==> src/rtl/rx_dwidth_conv.sv <==
// ============================================================================
// Module   : rx_dwidth_conv
// Purpose  : Receive gearbox that packs SOF-aligned narrow lane words into wide words.
// Revision : 1.0
// ============================================================================
`default_nettype none

module rx_dwidth_conv #(
  parameter int DWIDTH_IN  = 64,
  parameter int DWIDTH_OUT = 256
) (
  input  logic                  clk,
  input  logic                  rst,
  input  logic [DWIDTH_IN-1:0]  din,
  input  logic                  din_valid,
  input  logic                  sof_in,
  output logic [DWIDTH_OUT-1:0] dout,
  output logic                  dout_valid,
  output logic                  locked,
  output logic                  align_err,
  output logic [15:0]           err_cnt
);

  localparam int RATIO = DWIDTH_OUT / DWIDTH_IN;

  logic [DWIDTH_OUT-1:0] dout_q;
  logic                  dout_valid_q;
  logic                  locked_q;
  logic                  align_err_q;
  logic [15:0]           err_cnt_q;

  assign dout       = dout_q;
  assign dout_valid = dout_valid_q;
  assign locked     = locked_q;
  assign align_err  = align_err_q;
  assign err_cnt    = err_cnt_q;

  generate
    if (RATIO == 1) begin : g_passthru
      // No framing to recover: every valid word is a complete wide word.
      always_ff @(posedge clk or posedge rst) begin
        if (rst) begin
          dout_q       <= '0;
          dout_valid_q <= 1'b0;
          locked_q     <= 1'b0;
          align_err_q  <= 1'b0;
          err_cnt_q    <= '0;
        end else begin
          dout_valid_q <= din_valid;
          if (din_valid) dout_q <= din;
          locked_q     <= 1'b1;
          align_err_q  <= 1'b0;
          err_cnt_q    <= '0;
        end
      end
    end else begin : g_pack
      localparam int CW = $clog2(RATIO);

      typedef enum logic {
        UNLOCKED = 1'b0,
        LOCKED   = 1'b1
      } state_t;

      state_t                              state_q;
      logic [CW-1:0]                       cnt_q;
      logic [0:RATIO-2][DWIDTH_IN-1:0]     acc_q;
      logic [15:0]                         err_cnt_d;

      assign err_cnt_d = (err_cnt_q == 16'hFFFF) ? err_cnt_q : err_cnt_q + 16'd1;

      always_ff @(posedge clk or posedge rst) begin
        if (rst) begin
          state_q      <= UNLOCKED;
          cnt_q        <= '0;
          acc_q        <= '0;
          dout_q       <= '0;
          dout_valid_q <= 1'b0;
          locked_q     <= 1'b0;
          align_err_q  <= 1'b0;
          err_cnt_q    <= '0;
        end else begin
          dout_valid_q <= 1'b0;
          align_err_q  <= 1'b0;
          if (din_valid) begin
            case (state_q)
              UNLOCKED: begin
                if (sof_in) begin
                  acc_q[0] <= din;
                  cnt_q    <= CW'(1);
                  state_q  <= LOCKED;
                  locked_q <= 1'b1;
                end
              end
              LOCKED: begin
                if (sof_in) begin
                  // An SOF mid-word abandons the partial word and resyncs on this one.
                  acc_q[0] <= din;
                  cnt_q    <= CW'(1);
                  if (cnt_q != '0) begin
                    align_err_q <= 1'b1;
                    err_cnt_q   <= err_cnt_d;
                  end
                end else if (cnt_q == '0) begin
                  align_err_q <= 1'b1;
                  err_cnt_q   <= err_cnt_d;
                  state_q     <= UNLOCKED;
                  locked_q    <= 1'b0;
                end else if (cnt_q == CW'(RATIO - 1)) begin
                  dout_q       <= {acc_q, din};
                  dout_valid_q <= 1'b1;
                  cnt_q        <= '0;
                end else begin
                  acc_q[cnt_q] <= din;
                  cnt_q        <= cnt_q + CW'(1);
                end
              end
              default: begin
                state_q  <= UNLOCKED;
                locked_q <= 1'b0;
                cnt_q    <= '0;
              end
            endcase
          end
        end
      end
    end
  endgenerate

endmodule

`default_nettype wire
==> config.mk <==
export PLATFORM = sky130hd
export DESIGN_NAME = rx_dwidth_conv
export DESIGN_NICKNAME = d
export VERILOG_FILES = /design/src/rtl/rx_dwidth_conv.sv
export SDC_FILE = /design/constraint.sdc
export NUM_CORES = 1
export LEC_CHECK = 0
export CAP_MARGIN = 5
export CORE_MARGIN = 5
export CORE_UTILIZATION = 30
export DETAILED_ROUTE_END_ITERATION = 8
export MAX_ROUTING_LAYER = met4
export PLACE_DENSITY = 0.61
export SETUP_SLACK_MARGIN = 0.3
export SLEW_MARGIN = 20
export SYNTH_ARGS = -nofsm -noshare
export SYNTH_HDL_FRONTEND = slang
export SYNTH_SLANG_ARGS = --single-unit
==> constraint.sdc <==
create_clock -name clk -period 33.6 [get_ports clk]
set_input_delay 3.36 -clock clk [delete_from_list [all_inputs] [get_ports clk]]
set_output_delay 3.36 -clock clk [all_outputs]
set_load 0.1 [all_outputs]
# Word-level counts from Yosys, hierarchy flattened
# Cells that the tools add are included.
# op_classes
add_sub_neg	2
order_cmp	2
eq_ne	8
muxes	35
bitwise	5
n_reduce_logical	10
# op_table
op	n
two-way mux 192 bit	2
bitwise mux 192 bit	1
two-way mux 64 bit	3
demux 64 bit (select 2 bit)	1
case mux 64 bit (2 select lines)	1
two-way mux 16 bit	4
adder 16 x 1 -> 16 bit, second input constant	1
equality test 16 bit, second input constant	1
two-way mux 1 bit	16
AND reduction 4 bit	3
AND reduction 5 bit	2
two-way mux 2 bit	4
inequality test 3 bit, second input constant	2
inequality test 2 x 1 -> 1 bit, second input constant	2
inequality test 2 bit, second input constant	2
inverter 1 bit	4
case mux 1 bit (2 select lines)	2
case mux 2 bit (2 select lines)	1
nonzero test 2 bit	2
>= comparator 3 bit, second input constant	1
less-than comparator 3 x 1 -> 1 bit, second input constant	1
inverter 2 -> 3 bit	1
AND reduction 3 bit	1
adder 2 x 1 -> 2 bit, second input constant	1
other kinds (3)	3
# totals
regBits	470
wordCells	72

# Depth between registers and ports, before layout
# Gate-level depths: netlist of run 1.
# depth
ltp_word	10
ltp_mapped	8
depth_no_buf	8

# Least setup slack after synthesis of run 1
# OpenSTA, ideal clock, no wires.
# synth_path
path_kind	input port to flip-flop
from	input port sof_in
to	register err_cnt_q[15] (netlist: err_cnt[15])
setup_ns	0.126
arrival_ns	5.024
setup_slack_ns	28.450
path_stages	7
path_cell_list	clkbuf_1 -> inv_1 -> ha_1 -> and4bb_2 -> nand3_2 -> nor4_1 -> mux2_2
# synth_between
elab_chain_cells	2
word_cells_on_any_way	4
classes_between	1 x eq/ne; 1 x mux; 2 x reduce/logical
# synth_lines
element	line	rtl
start, declared	16	input logic sof_in,
inequality test 2 x 1 -> 1 bit (no line) / nonzero test 2 bit (equally long branches)	n/a	
AND reduction 4 bit (no line)	n/a	
end signal, assigned	101	err_cnt_q <= err_cnt_d;
end signal, assigned	105	err_cnt_q <= err_cnt_d;
end, declared	30	logic [15:0] err_cnt_q;
# Parallel ways exist; a longest one is shown, timed or not.
# A chain may end at the register's enable or synchronous reset.

# Worst setup path after layout of run 1
# layout_path
from	input port sof_in
to	register dout_q[237] (netlist: dout[237])
# layout_between
elab_chain_cells	2
# layout_lines
element	line	rtl
inverter 1 bit (no line)	n/a	
AND reduction 5 bit (no line)	n/a	
end signal, assigned	109	dout_q <= {acc_q, din};
end, declared	26	logic [DWIDTH_OUT-1:0] dout_q;
# No other way between the ends.

==> results of run 1 <==
[state kept, by name, summed over array words and instances (netlist names)]
register / flops
g_pack.acc_q: 192
locked: 1
align_err: 1
g_pack.state_q: 1
err_cnt: 16
dout_valid: 1
dout: 256
g_pack.cnt_q: 2
[logic make-up after synthesis]
family | after synthesis
xor gates and xnor gates | 11
buffers and inverters | 62
muxes | 387
AOI/OAI and AO/OA | 76
adders and majority gates | 9
DFF | 470
and+or+nand+nor | 57
[how the worst max path moves through the flow]
stage                       from         to  depth (start not counted)
final                     sof_in  dout[237]                          7
after floorplan              rst  align_err                          1
after detailed placement  sof_in  dout[237]                          7
after CTS                 sof_in  dout[102]                          7
after global routing      sof_in  dout[103]                          7
after global placement    sof_in  dout[237]                          7
[critical path: stages]
cell and delay (ps):
clkdlybuf4s50_1 720, inv_1 140, ha_1 240, nand4_1 120, buf_4 760, buf_4 890
mux2_2 420
[layout by cell type (no fill, tap or decap), types with 10 or more instances in the layout]
cell               n
clkbuf_1          13
nand2_1           13
clkbuf_8          10
a22o_1            64
dfrtp_1          470
clkbuf_16         53
clkdlybuf4s50_1  342
mux2_2           354
xor2_1            10
mux2_1            33
[routing by layer]
metal / vias up / global-route usage / part of all wire
met5: - / - / 0
met4: 0 / 0.0471 / 0.029
met2: 225 / 0.218 / 0.48
met3: 77 / 0.0379 / 0.065
li1: 4567 / - / -
met1: 5402 / 0.176 / 0.42
[layout make-up]
class	count	area, um^2
clock inverter	11	168
tap	765	957
multi-input combinational	540	5570
fill	5349	34400
clock buffer	76	1510
sequential	470	11800
inverter	6	30.0
timing repair buffer	355	3540
antenna	1	2.50
[per-stage QoR]
stage          hold WS [ps]  worst slack (ps)  cell area (um^2)
6_report                484             27300             23500
5_1_grt                 508             27140             23500
4_1_cts                 486             27290             23500
3_5_place_dp            477             26670             21800
3_3_place_gp            470             26730             21800
2_1_floorplan           460             17130             17600
==> results by group, run 1 <==
Synth
  • YS warnings: 0
  • Netlist Area Pre-Place: 0.0176 mm^2
  • Flops & latches, synth: 470
  • Adder-cell share of the synthesized area: 0.00640
  • Ys flop type: dfrtp_1
  • Syn_area_per_cell: 16.4 um^2
  • Top cells by count, synth: dfrtp_1 (470), mux2_2 (354), a22o_1 (64)
  • Cell with the most instances after synthesis: dfrtp_1
  • Register area share after synthesis: 0.668
  • Largest family of logic cells by synthesized area: multiplexers
  • Largest cells by area after synthesis: dfrtp_1 (67%), mux2_2 (23%), a22o_1 (3.2%)
  • Synth area leader: dfrtp_1
  • Mapped Cells: 1072
  • Number of synthesized flops with an enable pin: 0
  • Async S/R FF share, synth: 1.00
  • Unique cell type count in the Yosys netlist: 36
  • Compound-Gate Fraction of Synth Area: 0.0361
  • Syn nets: 1149
  • Simple-Gate Fraction of Synth Area: 0.0196
  • Synth top area share: 0.668
  • Mux share of post-synthesis cell area: 0.248
  • Xor and xnor area share after synthesis: 0.00548

Final layout
  • Layout Cells excl Fill: 2224
  • Core Util, Final: 0.406
  • Fin nets: 1501
  • Area Overhead vs Synth: 33.7%
  • Layout cells sized above 1: 0.309

Timing
  • Final period util: 0.187
  • Max Freq: 159 MHz
  • Final Setup Violations: 0
  • Final hold vios: 0
  • Setup TNS Final: 0 ps
  • Max Slew Vio Count: 0
  • Tmin final: 6300 ps
  • Worst slew pin tran: 1150 ps
  • Worst Clk Skew: 16.3 ps
  • Max-slew headroom: 0.230
  • RSZ-0062 raised after global routing: no

Clocking
  • H-tree levels: 2
  • Skew-Pair Late Insertion Delay: 570 ps
  • Clock-pin slew on the worst setup and hold paths: 60 ps
  • Total CTS buffers: 51
  • Clk buf depth: 3
  • Clk root buf: clkbuf_16
  • CTS tree: built
  • Post-CTS sizing: 0
  • Post-CTS Setup Bufs: 0
  • Sink Count: 470
  • CTS Hold Bufs: 0

GRT
  • First-pass GRT wire length: 68.4 mm
  • Gr usage total: 0.139
  • Vias in the first global route: 11100
  • GRT overflow: 0
  • Initial antenna violation count: 1
  • Largest net degree at the start of global routing: 111

Route
  • Vias per std cell: 4.62
  • Drt pass-1 iters: 4
  • 1st-iter DRT viols: 419
  • Residual DRC count: 0
  • Vias post-DR: 10300
  • ANT nets after route: 0
  • Routed WL per cell: 19.6 um
  • Drt total wl: 43.6 mm

Outcome
  • Status: finished, final reports clean

Worst setup path
  • WP data required: 34050 ps
  • R2R Path Start: g_pack.cnt_q[0]
  • CP endpoint kind: register
  • Crit Path Class: input port to register
  • Worst R2R End: dout[237]
  • CP Launch Type: input port
  • Worst R2R Path Depth: 8
  • R2R Setup Slk: 30080 ps
  • Critical path fanouts, max: 76
  • Worst EP arrival: 6750 ps

Min path
  • HP Start: g_pack.acc_q[99]
  • Hold crit path type: register to register
  • Hold Path Sink: g_pack.acc_q[99]
  • Hold path depth: 1

Die
  • Die area: 0.0636 mm^2
  • Initial Util: 0.304
  • Core Rows: 88
  • I/O pins: 343
  • CORE AREA: 0.0579 mm^2
  • Die height: 252 um
  • Die W: 252 um

Placed design
  • Placed insts: 2136
  • GP Congestion: 0.742
  • Input/output buffers: 342
  • Dpl hpwl: 28.0 mm

Flow run
  • MaxCap Viol Count: 0
Power of run 1 is left out: the tool's default activity adds up to more than one toggle a clock period on the data nets, which glitch-free logic cannot reach.
==> run 2, diff against run 1 <==
PLACE_DENSITY = 0.63   (was 0.61)
clock period = 5.4 ns   (was 33.6 ns; I/O delays follow)
==> results by group, run 2 (synthesized netlist as in run 1, its figures left out) <==
Route
  • 1st-iter DRT viols: 449 (was 419)
  • Drt pass-1 iters: 5 (was 4)
  • ANT nets after route: 0 (unchanged)
  • Vias post-DR: 10200 (was 10300)
  • Routed WL per cell: 19.4 um (was 19.6 um)
  • Vias per std cell: 4.58 (was 4.62)
  • Residual DRC count: 0 (unchanged)
  • Drt total wl: 43.2 mm (was 43.6 mm)

Worst setup path
  • Crit path buffers/inverters: 1 (was 4)
  • Slowest-stage cell, CP: clkdlybuf4s50_1 (was buf_4)
  • WP data required: 4860 ps (was 34050 ps)
  • Critical path, cell by cell: clkdlybuf4s50_1 (was clkdlybuf4s50_1, inv_1, ha_1, nand4_1, buf_4, buf_4, mux2_2)
  • Worst path top cell family by delay: buffers and inverters (unchanged)
  • Worst EP arrival: 2230 ps (was 6750 ps)
  • CP endpoint kind: primary output (was register)
  • Slowest stage delay, CP: 1180 ps (was 890 ps)
  • Crit Path Class: register to primary output (was input port to register)
  • Critical path fanouts, max: 6 (was 76)
  • CP Launch Type: register (was input port)

Clocking
  • Skew-Pair Late Insertion Delay: 570 ps (about the same)
  • H-tree levels: 2 (unchanged)
  • Post-CTS Setup Bufs: 0 (unchanged)
  • Clk buf depth: 3 (unchanged)
  • Clk root buf: clkbuf_16 (unchanged)
  • Post-CTS sizing: 0 (unchanged)
  • Total CTS buffers: 50 (was 51)
  • CTS Hold Bufs: 0 (unchanged)
  • Clock-pin slew on the worst setup and hold paths: 60 ps (about the same)
  • CTS tree: built (unchanged)
  • Sink Count: 470 (unchanged)

Timing
  • Worst slew pin tran: 1110 ps (was 1150 ps)
  • Max-slew headroom: 0.258 (was 0.230)
  • Worst Clk Skew: 13.5 ps (was 16.3 ps)
  • Max Freq: 361 MHz
  • Max Slew Vio Count: 0 (unchanged)
  • RSZ-0062 raised after global routing: no (unchanged)
  • Final hold vios: 0 (unchanged)
  • Final Setup Violations: 0 (unchanged)
  • Final period util: 0.513
  • Tmin final: 2770 ps

Flow run
  • MaxCap Viol Count: 0 (unchanged)

Final layout
  • Area Overhead vs Synth: 33.8% (was 33.7%)
  • Max reg flops: 256 (unchanged)
  • Fillers: 5347 (was 5349)
  • Fin nets: 1501 (unchanged)
  • Layout cells sized above 1: 0.314 (was 0.309)
  • Most common cell after layout, fill and taps aside: dfrtp_1 (unchanged)
  • Ant diodes: 0 (was 1)
  • Reg area: 0.0118 mm^2 (unchanged)
  • Commonest cells after routing, fill and taps aside: dfrtp_1 (470), mux2_2 (354), clkdlybuf4s50_1 (342) (unchanged)
  • Fin area: 0.0236 mm^2 (was 0.0235 mm^2)
  • Layout Cells excl Fill: 2229 (was 2224)
  • Multi-input gate area: 0.00557 mm^2 (unchanged)

GRT
  • GRT overflow: 0 (unchanged)
  • Largest net degree at the start of global routing: 137 (was 111)
  • Initial antenna violation count: 0 (was 1)
  • First-pass GRT wire length: 67.8 mm (was 68.4 mm)
  • Gr usage total: 0.137 (was 0.139)
  • Vias in the first global route: 10900 (was 11100)

Min path
  • Hold crit path type: input port to async pin (was register to register)

Placed design
  • GP Congestion: 0.740 (was 0.742)
  • Placed insts: 2137 (was 2136)
  • Dpl hpwl: 28.3 mm (was 28.0 mm)
  • Input/output buffers: 342 (unchanged)
  • Placed Area: 0.0219 mm^2 (was 0.0218 mm^2)

Die
  • Initial Util: 0.304 (unchanged)
  • Core Rows: 88 (unchanged)
  • Die area: 0.0636 mm^2 (unchanged)
  • CORE AREA: 0.0579 mm^2 (unchanged)
  • Die W: 252 um (unchanged)
  • Die height: 252 um (unchanged)
  • I/O pins: 343 (unchanged)

Outcome
  • Status: finished, final reports clean (unchanged)
## run 2: worst paths after layout
check	start	slack (ps)	cells past startpoint	endpoint
hold / removal	rst	340	2	g_pack.acc_q[150]
min in group clk	g_pack.acc_q[54]	490	1	g_pack.acc_q[54]
setup / recovery	err_cnt[10]	2630	1	err_cnt[10]
max in group asynchronous	rst	3910	4	g_pack.acc_q[182]
setup reg to reg	g_pack.cnt_q[0]	2690	6	g_pack.acc_q[44]
hold reg to reg	g_pack.acc_q[54]	490	1	g_pack.acc_q[54]
## run 2: stage by stage
step | hold slack (ps) | setup TNS, ps | setup slack, ps | util
after floorplan | 460 | -707290 | -1500 | -
after global placement | 470 | 0 | 2160 | 0.378
after detailed placement | 480 | 0 | 2120 | 0.378
after CTS | 300 | 0 | 2560 | 0.407
after global routing | 348 | 0 | 2530 | 0.407
final | 339 | 0 | 2630 | 0.407
## run 2: routing by layer
| metal | track usage | share of wire |
|---|---|---|
| met1 | 0.170 | 0.42 |
| met2 | 0.222 | 0.49 |
| met3 | 0.0406 | 0.068 |
| met4 | 0.0382 | 0.022 |
| met5 | - | 0 |
## run 2: layout make-up
class	count	share of cell area
inverters	6	0.00112
well taps	765	0.0406
clock inverters	21	0.00728
multi-input cells	540	0.236
repair buffers	356	0.153
clock buffers	71	0.0622
flip-flops and latches	470	0.499
Power of run 2 is left out for the same reason.
